==> src/rtl/dmem_arbiter.sv <==
// Two-requester arbiter (m0 CPU, m1 debug/loader) onto one data-memory port; `DMEM_ARB_RR_EN selects round-robin, else m0 fixed priority.
// Latency: gnt one cycle after req is seen in IDLE, rvalid one cycle after gnt; one write per 2 cycles, one read per 3.
// Backpressure: no handshake; a requester holds req and its command stable until its gnt pulse, and rvalid cannot be stalled.
module dmem_arbiter #(
  parameter int ADDR_WIDTH = 12,
  parameter int DATA_WIDTH = 32
) (
  input  logic                  sysclk,
  input  logic                  rst,
  input  logic                  m0_req,
  input  logic                  m0_we,
  input  logic [1:0]            m0_rw_mode,
  input  logic [ADDR_WIDTH-1:0] m0_addr,
  input  logic [DATA_WIDTH-1:0] m0_wdata,
  output logic                  m0_gnt,
  output logic                  m0_rvalid,
  output logic [DATA_WIDTH-1:0] m0_rdata,
  input  logic                  m1_req,
  input  logic                  m1_we,
  input  logic [1:0]            m1_rw_mode,
  input  logic [ADDR_WIDTH-1:0] m1_addr,
  input  logic [DATA_WIDTH-1:0] m1_wdata,
  output logic                  m1_gnt,
  output logic                  m1_rvalid,
  output logic [DATA_WIDTH-1:0] m1_rdata,
  output logic                  mem_wr_en,
  output logic [1:0]            mem_rw_mode,
  output logic [ADDR_WIDTH-1:0] mem_addr,
  output logic [DATA_WIDTH-1:0] mem_wdata,
  input  logic [DATA_WIDTH-1:0] mem_rdata
);

  localparam logic [1:0] IDLE   = 2'd0;
  localparam logic [1:0] ISSUE  = 2'd1;
  localparam logic [1:0] RDWAIT = 2'd2;

  logic [1:0] state_q;
  logic [1:0] state_d;
  logic       owner_q;
  logic       winner;

  logic                  own_we;
  logic [1:0]            own_rw_mode;
  logic [ADDR_WIDTH-1:0] own_addr;
  logic [DATA_WIDTH-1:0] own_wdata;

`ifdef DMEM_ARB_RR_EN
  logic rr_ptr_q;

  // Pointer moves to the non-winner on every grant, so contention alternates.
  always_ff @(posedge sysclk or negedge rst) begin
    if (!rst) begin
      rr_ptr_q <= 1'b0;
    end else if (state_q == ISSUE) begin
      rr_ptr_q <= ~owner_q;
    end
  end

  assign winner = (m0_req && m1_req) ? rr_ptr_q : m1_req;
`else
  // m1 only wins when m0 is silent; only consulted when some req is high.
  assign winner = ~m0_req;
`endif

  assign own_we      = owner_q ? m1_we      : m0_we;
  assign own_rw_mode = owner_q ? m1_rw_mode : m0_rw_mode;
  assign own_addr    = owner_q ? m1_addr    : m0_addr;
  assign own_wdata   = owner_q ? m1_wdata   : m0_wdata;

  always_comb begin
    state_d = state_q;
    case (state_q)
      IDLE:    if (m0_req || m1_req) state_d = ISSUE;
      ISSUE:   state_d = own_we ? IDLE : RDWAIT;
      RDWAIT:  state_d = IDLE;
      default: state_d = IDLE;
    endcase
  end

  always_ff @(posedge sysclk or negedge rst) begin
    if (!rst) begin
      state_q <= IDLE;
      owner_q <= 1'b0;
    end else begin
      state_q <= state_d;
      if (state_q == IDLE && (m0_req || m1_req)) begin
        owner_q <= winner;
      end
    end
  end

  // All outputs decode from the registered state, so reset forces them to 0 at once.
  always_comb begin
    m0_gnt      = 1'b0;
    m1_gnt      = 1'b0;
    m0_rvalid   = 1'b0;
    m1_rvalid   = 1'b0;
    m0_rdata    = '0;
    m1_rdata    = '0;
    mem_wr_en   = 1'b0;
    mem_rw_mode = 2'b00;
    mem_addr    = '0;
    mem_wdata   = '0;
    case (state_q)
      ISSUE: begin
        mem_wr_en   = own_we;
        mem_rw_mode = own_rw_mode;
        mem_addr    = own_addr;
        mem_wdata   = own_wdata;
        m0_gnt      = ~owner_q;
        m1_gnt      = owner_q;
      end
      RDWAIT: begin
        if (owner_q) begin
          m1_rvalid = 1'b1;
          m1_rdata  = mem_rdata;
        end else begin
          m0_rvalid = 1'b1;
          m0_rdata  = mem_rdata;
        end
      end
      default: ;
    endcase
  end

endmodule

==> config.mk <==
export PLATFORM = sky130hd
export DESIGN_NAME = dmem_arbiter
export DESIGN_NICKNAME = d
export VERILOG_FILES = /design/src/rtl/dmem_arbiter.sv
export SDC_FILE = /design/constraint.sdc
export NUM_CORES = 1
export LEC_CHECK = 0
export BUFFER_PORTS_ARGS = -buffer_cell sky130_fd_sc_hd__buf_2
export CORE_AREA = 5 5 92 94
export CTS_CLUSTER_DIAMETER = 200
export CTS_CLUSTER_SIZE = 24
export DETAILED_ROUTE_END_ITERATION = 10
export DIE_AREA = 0 0 97 99
export MAX_ROUTING_LAYER = met4
export PLACE_DENSITY = 0.63
export SYNTH_ARGS = -nofsm -noshare
export SYNTH_HDL_FRONTEND = slang
export SYNTH_SLANG_ARGS = --single-unit
==> constraint.sdc <==
create_clock -name sysclk -period 1 [get_ports sysclk]
set_input_delay 0 -clock sysclk [delete_from_list [all_inputs] [get_ports sysclk]]
set_output_delay 0 -clock sysclk [all_outputs]
set_load 0.01 [all_outputs]
# Yosys cells after proc, flatten, opt, wreduce, memory -nomap -nowiden
# Index checks and enable logic that the tools add are counted.
classes:
  n_reduce_logical: 3
  addsub: 0
  n_eq_ne: 3
  multipliers: 0
  magnitude_cmp: 0
  n_div: 0
  n_shift: 0
  bitwise: 2
  mux: 21
op_table:
  columns: ["operator", "n"]
  rows:
  - ["32-bit two-way mux", 6]
  - ["12-bit two-way mux", 2]
  - ["1-bit two-way mux", 8]
  - ["2-bit two-way mux", 4]
  - ["2-bit case mux with 2 select lines", 1]
  - ["2-bit by 1-bit equality test with 1-bit output (second input constant)", 1]
  - ["2-bit equality test (second input constant)", 1]
  - ["2-bit zero test", 1]
  - ["2-bit by 1-bit != test with 1-bit output (second input constant)", 1]
  - ["1-bit NOT", 2]
  - ["1-bit logical AND", 1]
  - ["1-bit logical OR", 1]
totals:
  register_bits: 3
  wordCells: 31
  mem_count: 0
  latchBits: 0
  romBits: 0
  out_inout_bits: 115
  ram_bits: 0

# Longest topological paths before layout
# Gate-level depths: netlist of the first run.
logic_depth:
  word_depth: 3
  mapped_depth: 5

# Worst setup path before layout of the first run
# Ideal clock, no wire load.
synth_path:
  kind: "reg2out"
  startpoint: "register owner_q"
  endpoint: "output port m0_rdata[22]"
  arrival_time_ps: 1082
  path_slack_ps: -82
  path_stages_with_launch: 5
  n_path_buf: 2
  required_ps: 1000
  path_cell_list: "dfrtp_1 buf_6 nor3b_4 buf_6 and2_1"
synth_between:
  elab_chain_len: 2
synth_rtl:
  columns: ["element", "line_no", "source"]
  rows:
  - ["start: declaration", "39", "logic owner_q;"]
  - ["start signal: assignment", "87", "owner_q <= winner;"]
  - ["32-bit two-way mux", "114", "if (owner_q) begin"]
  - ["32-bit two-way mux", "104", "case (state_q)"]
  - ["end: declaration", "17", "output logic [DATA_WIDTH-1:0] m0_rdata,"]
# Every way passes these cells.

# Worst setup path after layout of the first run
layout_path:
  startpoint: "register owner_q"
  endpoint: "output port m0_rdata[31]"
# Same word-level chain as after synthesis.

==> metrics.md, run 1 <==
| Metric | Value |
|---|---|
| DRC | `0` |
| Worst vdd ir | `approximately 1.3 mV` |
| Failing checks | `negative setup slack` |
| Routed met3 length | `between 500 and 600 um` |
| Top layer in use | `met4` |
| Hold/Removal Path Class | `input port to flip-flop` |
| Number of diodes | `0` |
| LEAKAGE | `0.00207 uW` |
| Sequential cell area fraction in the yosys report | `under 10%` |
| RSZ-0062 raised after global routing | `yes` |
| Non-filler cells in the finished layout | `between 500 and 600` |
| Yosys warning count | `0` |
| Commonest cells after routing, fill and taps aside | `buf_2, buf_6, and2_4` |
| Fin nets | `580` |
| Global-route wire length before repair | `approximately 12000 um` |
| Final setup vio count | `around 120` |
| Arr. time, crit path | `approximately 1.4 ns` |
| WL/cell | `between 15 and 20 um` |
| Final Max Slew Viols | `0` |
| Grt total ovfl | `0` |
| Via count | `2308` |
| Final Cycle Share | `141%` |
| Antenna viol nets, final | `0` |
| Worst EP required | `1.00 ns` |
| Count of state elements after synthesis | `3` |
| Internal power | `approximately 4400 uW` |
| Area Overhead vs Synth | `163%` |
| Status | `complete, but fails checks` |
| Reg power frac | `~3.8%` |
| Syn avg cell area | `roughly 7.2 um^2` |
| DIE HEIGHT | `99 um` |
| Cell Rows | `32` |
| Final core utilization | `between 40% and 50%` |
| Reg clk slew, reported paths | `0.03 ns` |
| Vias/cell | `4.19` |
| Setup slack, reg-to-reg | `-0.27 ns` |
| Max Freq | `roughly 0.71 GHz` |
| Slew of the pin with the lowest slew margin | `0.159 ns` |
| CTS Buf Count | `3` |
| Endpoints failing hold | `0` |
| Most common cell after layout, fill and taps aside | `buf_2` |
| CP startpoint kind | `flip-flop` |
| Critical path type | `flip-flop to primary output` |
| Vias in the first global route | `2448` |
| Gate power share | `between 90% and 100%` |
| Die area | `approximately 9600 um^2` |
| Post-route minimum period | `around 1.4 ns` |
| H-tree levels | `1` |
| DP Cell Count | `approximately 530` |
| Total Routed Length | `8360 um` |
| Cell Area, Synth | `roughly 1400 um^2` |
| CTS tree | `built` |
| Clock skew | `around 0.00067 ns` |
| Cell variety after synth | `17` |
| Slew margin rel. | `between 80% and 90%` |
| Max-cap violations | `0` |
| Share of layout cells above drive strength 1 | `roughly three quarters` |
| Die X-Extent | `97 um` |
| Routability Congestion | `about 0.87` |
| CTS max path bufs | `2` |
| First-iteration detailed-routing DRC count | `32` |
| Setup ws final | `-0.412 ns` |
| Global-route total usage across every layer | `between 10% and 20%` |
| Clock power frac | `under 10%` |
| Pwr/cell area | `~2100 nW/um^2` |
| M1 WL | `approximately 3000 um` |
| Synth Instances | `between 150 and 200` |
| Setup TNS | `-42.27 ns` |
| Critical path capture point type | `primary output` |
| IO Count | `245` |
| Sw frac | `between 40% and 50%` |
| Initial Util | `18.0%` |
| Synthesized Nets | `320` |
| DRT Pass-1 Iters | `4` |
| Clk_lat worst skew | `roughly 0.21 ns` |
| Input/output buffers | `roughly 240` |
| Met2 WL | `between 4000 and 5000 um` |
| Pin count of the biggest net entering global routing | `34` |
| Initial antenna violation count | `0` |
| CORE AREA | `7570 um^2` |
| Root Buffer | `clkbuf_8` |
| Sink Count | `3` |
| Crit-path max FO | `33` |
| Dpl ws | `-0.199 ns` |
| DPL Wire Length | `about 5700 um` |
| Switching power | `~3300 uW` |
area by class of cell:
type | instances | area, um^2
fill | 725 | 3990
timing repair buffer | 273 | 1990
multi-input combinational | 168 | 1330
tap | 102 | 128
sequential | 3 | 77.6
clock buffer | 4 | 45.0
inverter | 1 | 3.75
what timing repair did:
| item | 4_1_cts | 5_1_grt |
|---|---|---|
| buffers inserted | 8 | 4 |
| endpoints found under the hold margin | 4 | 0 |
| hold buffers | 2 | 0 |
| endpoints found under the setup margin | 117 | 118 |
| resized for setup | 63 | 25 |
| gates cloned | 7 | 2 |
| pin swaps | 2 | 5 |
per-stage QoR:
stage	instance area [um^2]	hold WS, ns	power, uW
final	3570	0.0251	7650
after global routing	3570	0.0292	8130
after CTS	3440	0.0202	7370
after detailed placement	2790	-0.202	5040
after global placement	2790	-0.203	4980
after floorplan	1480	-0.296	3440
registers in the layout, indices dropped and copies added, names as in the netlist:
signal / flops
state_q: 2
owner_q: 1
critical path: stages (launching register included):
cell     delay, ns
dfrtp_2       0.46
nor3b_4       0.23
buf_12        0.20
and2_1        0.17
buf_2         0.13
final timing paths:
check / to / startpoint / cells after the start
setup / recovery: m0_rdata[31] / owner_q / 4
hold / removal: state_q[0] / m1_req / 2
setup reg to reg: owner_q / state_q[0] / 4
hold reg to reg: state_q[0] / state_q[1] / 3
max in group asynchronous: state_q[0] / rst / 2
min in group asynchronous: owner_q / rst / 2
synth_stat cells (all sizes together):
library cell / count / area share, %
or3b: 1 / 0.64
mux2i: 47 / 35
and3b: 1 / 0.92
a22oi: 1 / 0.55
nor2b: 1 / 0.46
and2: 64 / 29
inv: 1 / 0.28
nand2b: 1 / 0.46
dfrtp: 3 / 5.5
clkbuf: 1 / 0.28
buf: 17 / 11
nor3b: 1 / 1.4
o21a: 1 / 0.55
nor2: 50 / 14
layer usage:
metal	global-route usage (%)	vias to the layer above
li1	-	1130
met1	15.2	1042
met2	31.0	132
met3	2.90	4
met4	4.00	0
met5	-	-
power groups by stage:
stage               Combinational (uW)  Sequential (uW)  Clock (uW)
floorplan                         3210              227           0
global placement                  4710              269           0
detailed placement                4760              278           0
CTS                               6720              287         362
global route                      7440              304         380
finish                            7000              291         352
logic make-up after synthesis:
group,count (synthesis),share of synthesized area (%)
buf+inv,19,11.8
compound gates,2,1.10
mux,47,34.6
simple gates,119,47.1
flops,3,5.51
Note: power is estimated with default switching activity, not from simulation.
==> run 2, diff against run 1 <==
ABC_AREA = 1   (was unset)
CELL_PAD_IN_SITES_DETAIL_PLACEMENT = 2   (was unset)
CELL_PAD_IN_SITES_GLOBAL_PLACEMENT = 2   (was unset)
CORE_AREA = unset   (was 5 5 92 94)
CORE_MARGIN = 5   (was unset)
CORE_UTILIZATION = 10   (was unset)
DIE_AREA = unset   (was 0 0 97 99)
PLACE_DENSITY = 0.95   (was 0.63)
==> metrics.md, run 2 <==
| Metric | Value |
|---|---|
| Total Routed Length | `12900 um (was 8360 um)` |
| Final setup vio count | `117 (unchanged)` |
| Count of state elements after synthesis | `3 (unchanged)` |
| Synth Instances | `283 (was 190)` |
| Global-route total usage across every layer | `15.1% (was 15.5%)` |
| CP startpoint kind | `flip-flop (unchanged)` |
| FF+latch area | `76.3 um^2 (was 77.6 um^2)` |
| RSZ-0062 raised after global routing | `yes (unchanged)` |
| Cell with the most instances after synthesis | `nand2_1 (was and2_1)` |
| Max-cap violations | `0 (unchanged)` |
| Critical path type | `flip-flop to primary output (unchanged)` |
| Worst EP required | `1.00 ns (about the same)` |
| IO Count | `245 (unchanged)` |
| Crit-path max FO | `8 (was 33)` |
| DRC | `0 (unchanged)` |
| Non-filler cells in the finished layout | `707 (was 551)` |
| H-tree levels | `1 (unchanged)` |
| Most common cell after layout, fill and taps aside | `buf_2 (unchanged)` |
| Die X-Extent | `122 um (was 97 um)` |
| DRT Pass-1 Iters | `3 (was 4)` |
| Via count | `2853 (was 2308)` |
| Share of layout cells above drive strength 1 | `70.9% (was 76.8%)` |
| Setup TNS | `-40.11 ns (was -42.27 ns)` |
| Hold/Removal Path Class | `input port to flip-flop (unchanged)` |
| WL/cell | `18.3 um (was 15.2 um)` |
| Pwr/cell area | `2220 nW/um^2 (was 2140 nW/um^2)` |
| Commonest cells after routing, fill and taps aside | `buf_2, nand2_1, a21oi_2 (was buf_2, buf_6, and2_4)` |
| Initial Util | `10.3% (was 18.0%)` |
| Reg clk slew, reported paths | `0.03 ns (about the same)` |
| Vias in the first global route | `3206 (was 2448)` |
| Max FFs per register | `2 (unchanged)` |
| Yosys top cell by area | `nand2_1 (was mux2i_1)` |
| Final Max Slew Viols | `0 (unchanged)` |
| Synth Flop Type | `dfrtp_1 (unchanged)` |
| LEAKAGE | `0.00219 uW (was 0.00207 uW)` |
| Grt total ovfl | `0 (unchanged)` |
| Cell Rows | `40 (was 32)` |
| Post-route minimum period | `1.40 ns (was 1.41 ns)` |
| Sink Count | `3 (unchanged)` |
| Slew margin rel. | `86.8% (was 89.1%)` |
| Arr. time, crit path | `1.40 ns (was 1.41 ns)` |
| CTS tree | `built (unchanged)` |
| Failing checks | `negative setup slack (unchanged)` |
| Total design power | `8430 uW (was 7650 uW)` |
| Die area | `14900 um^2 (was 9600 um^2)` |
| First-iteration detailed-routing DRC count | `80 (was 32)` |
| Syn avg cell area | `4.43 um^2 (was 7.16 um^2)` |
| Reg with most FFs | `state_q (unchanged)` |
| Pin count of the biggest net entering global routing | `23 (was 34)` |
| DPL Wire Length | `8640 um (was 5670 um)` |
| Routability Congestion | `0.743 (was 0.871)` |
| Clock skew | `0.000355 ns (was 0.000668 ns)` |
| Worst path cell trace | `inv_2 > buf_6 > nand2_8 > clkbuf_16 > a21oi_2 > buf_2 (was nor3b_4 > buf_12 > and2_1 > buf_2)` |
| CTS max path bufs | `2 (unchanged)` |
| Max Freq | `0.713 GHz (was 0.708 GHz)` |
| Endpoints failing hold | `0 (unchanged)` |
| CORE AREA | `12200 um^2 (was 7570 um^2)` |
| Status | `complete, but fails checks (unchanged)` |
| Top flop regs | `state_q (2), owner_q (1) (unchanged)` |
| Slew of the pin with the lowest slew margin | `0.198 ns (was 0.159 ns)` |
| Top cells by count, synth | `nand2_1, nor2_1, a21oi_1 (was and2_1, nor2_1, mux2i_1)` |
| Antenna viol nets, final | `0 (unchanged)` |
| Most area-consuming cells after synthesis | `nand2_1, nor2_1, a21oi_1, inv_1, buf_2 (was mux2i_1, and2_1, nor2_1, buf_6, dfrtp_1)` |
| CP peak stage delay | `0.38 ns (was 0.46 ns)` |
| CTS Buf Count | `3 (unchanged)` |
| Top cell type's share of synthesized area | `30.6% (was 34.6%)` |
| Cell variety after synth | `10 (was 17)` |
| Final Cycle Share | `140% (was 141%)` |
| Number of fillers in the final layout | `1518 (was 725)` |
| Global-route wire length before repair | `17000 um (was 12000 um)` |
| Input/output buffers | `244 (unchanged)` |
| Critical path's slowest cell | `dfrtp_1 (was dfrtp_2)` |
| Cell Area, Synth | `1250 um^2 (was 1360 um^2)` |
| Multi-input logic area | `1370 um^2 (was 1330 um^2)` |
| WHS | `0.0554 ns (was 0.0251 ns)` |
| Worst vdd ir | `0.743 mV (was 1.31 mV)` |
| Synthesized Nets | `413 (was 320)` |
| Number of synthesized flops with an enable pin | `0 (unchanged)` |
| Number of diodes | `0 (unchanged)` |
| DP Cell Count | `684 (was 526)` |
| Critical path capture point type | `primary output (unchanged)` |
| Root Buffer | `clkbuf_16 (was clkbuf_8)` |
| Fin nets | `670 (was 580)` |
| Sequential cell area fraction in the yosys report | `5.99% (was 5.51%)` |
| Area Overhead vs Synth | `203% (was 163%)` |
| Final core utilization | `31.2% (was 47.2%)` |
| Vias/cell | `4.04 (was 4.19)` |
| Yosys warning count | `0 (unchanged)` |
| DIE HEIGHT | `122 um (was 99 um)` |
| Setup ws final | `-0.402 ns (was -0.412 ns)` |
| Initial antenna violation count | `0 (unchanged)` |
| Clk_lat worst skew | `0.22 ns (was 0.21 ns)` |
| Async SR Flop Fraction | `100% (unchanged)` |
run 2: changes by cell type after synthesis, moves of 2 or more:
cell,delta
a21oi_1,+47
buf_6,-2
nand2_1,+102
buf_4,-3
and2_1,-64
buf_2,+10
nor2_1,+19
mux2i_1,-47
inv_1,+38
run 2: cell type report:
class,count,share of cell area (%)
inverter,39,3.99
clock buffer,4,2.08
timing repair buffer,274,50.3
sequential,3,2.01
multi-input combinational,219,36.1
tap,168,5.53
run 2: per-stage QoR:
| stage | setup slack, ns | area, um^2 |
|---|---|---|
| 2_1_floorplan | -0.0167 | 1320 |
| 3_3_place_gp | -0.127 | 2750 |
| 3_5_place_dp | -0.223 | 2750 |
| 4_1_cts | -0.387 | 3370 |
| 5_1_grt | -0.451 | 3800 |
| 6_report | -0.402 | 3800 |
run 2: power by group:
part	switching, uW	total, uW	internal (uW)	leakage (uW)
Combinational	4160	7550	3390	0.00211
Clock	103	629	526	0.0000382
Sequential	73.4	254	181	0.0000370
run 2: critical path, delay by kind of cell, from the launching register on:
kind                   cells  cell delay, ns
flip-flops                 1            0.38
buffers and inverters      4            0.57
AO/OA/AOI/OAI              1            0.12
AND/OR/NAND/NOR            1            0.11
run 2: layer usage:
layer | part of all wire, % | global-route usage (%)
met1 | 36 | 15.3
met2 | 55 | 29.6
met3 | 7.9 | 2.92
met4 | 1.2 | 3.36
met5 | 0 | -
run 2: worst paths after layout:
path,from,end,slack (ns),cells past startpoint
max,state_q[1],mem_addr[4],-0.40,6
min,m1_req,owner_q,0.06,3
max reg2reg,state_q[0],owner_q,-0.08,5
min reg2reg,state_q[1],state_q[0],0.69,4
max in group asynchronous,rst,owner_q,0.73,2
min in group asynchronous,rst,owner_q,0.14,2
run 2: cell families after synthesis:
| logic type | synth area share (%) |
|---|---|
| buf+inv | 23.6 |
| compound gates | 18.8 |
| simple gates | 51.6 |
| flops | 5.99 |
run 2: repair_timing:
| action | in CTS | in global routing |
|---|---|---|
| cloned | 8 | 6 |
| setup buffers | 5 | 1 |
| pin swaps | 2 | 4 |
| resized for setup | 79 | 74 |
| hold endpoints to repair | 3 | 0 |
| hold buffers | 1 | 0 |
| setup endpoints to repair | 116 | 118 |
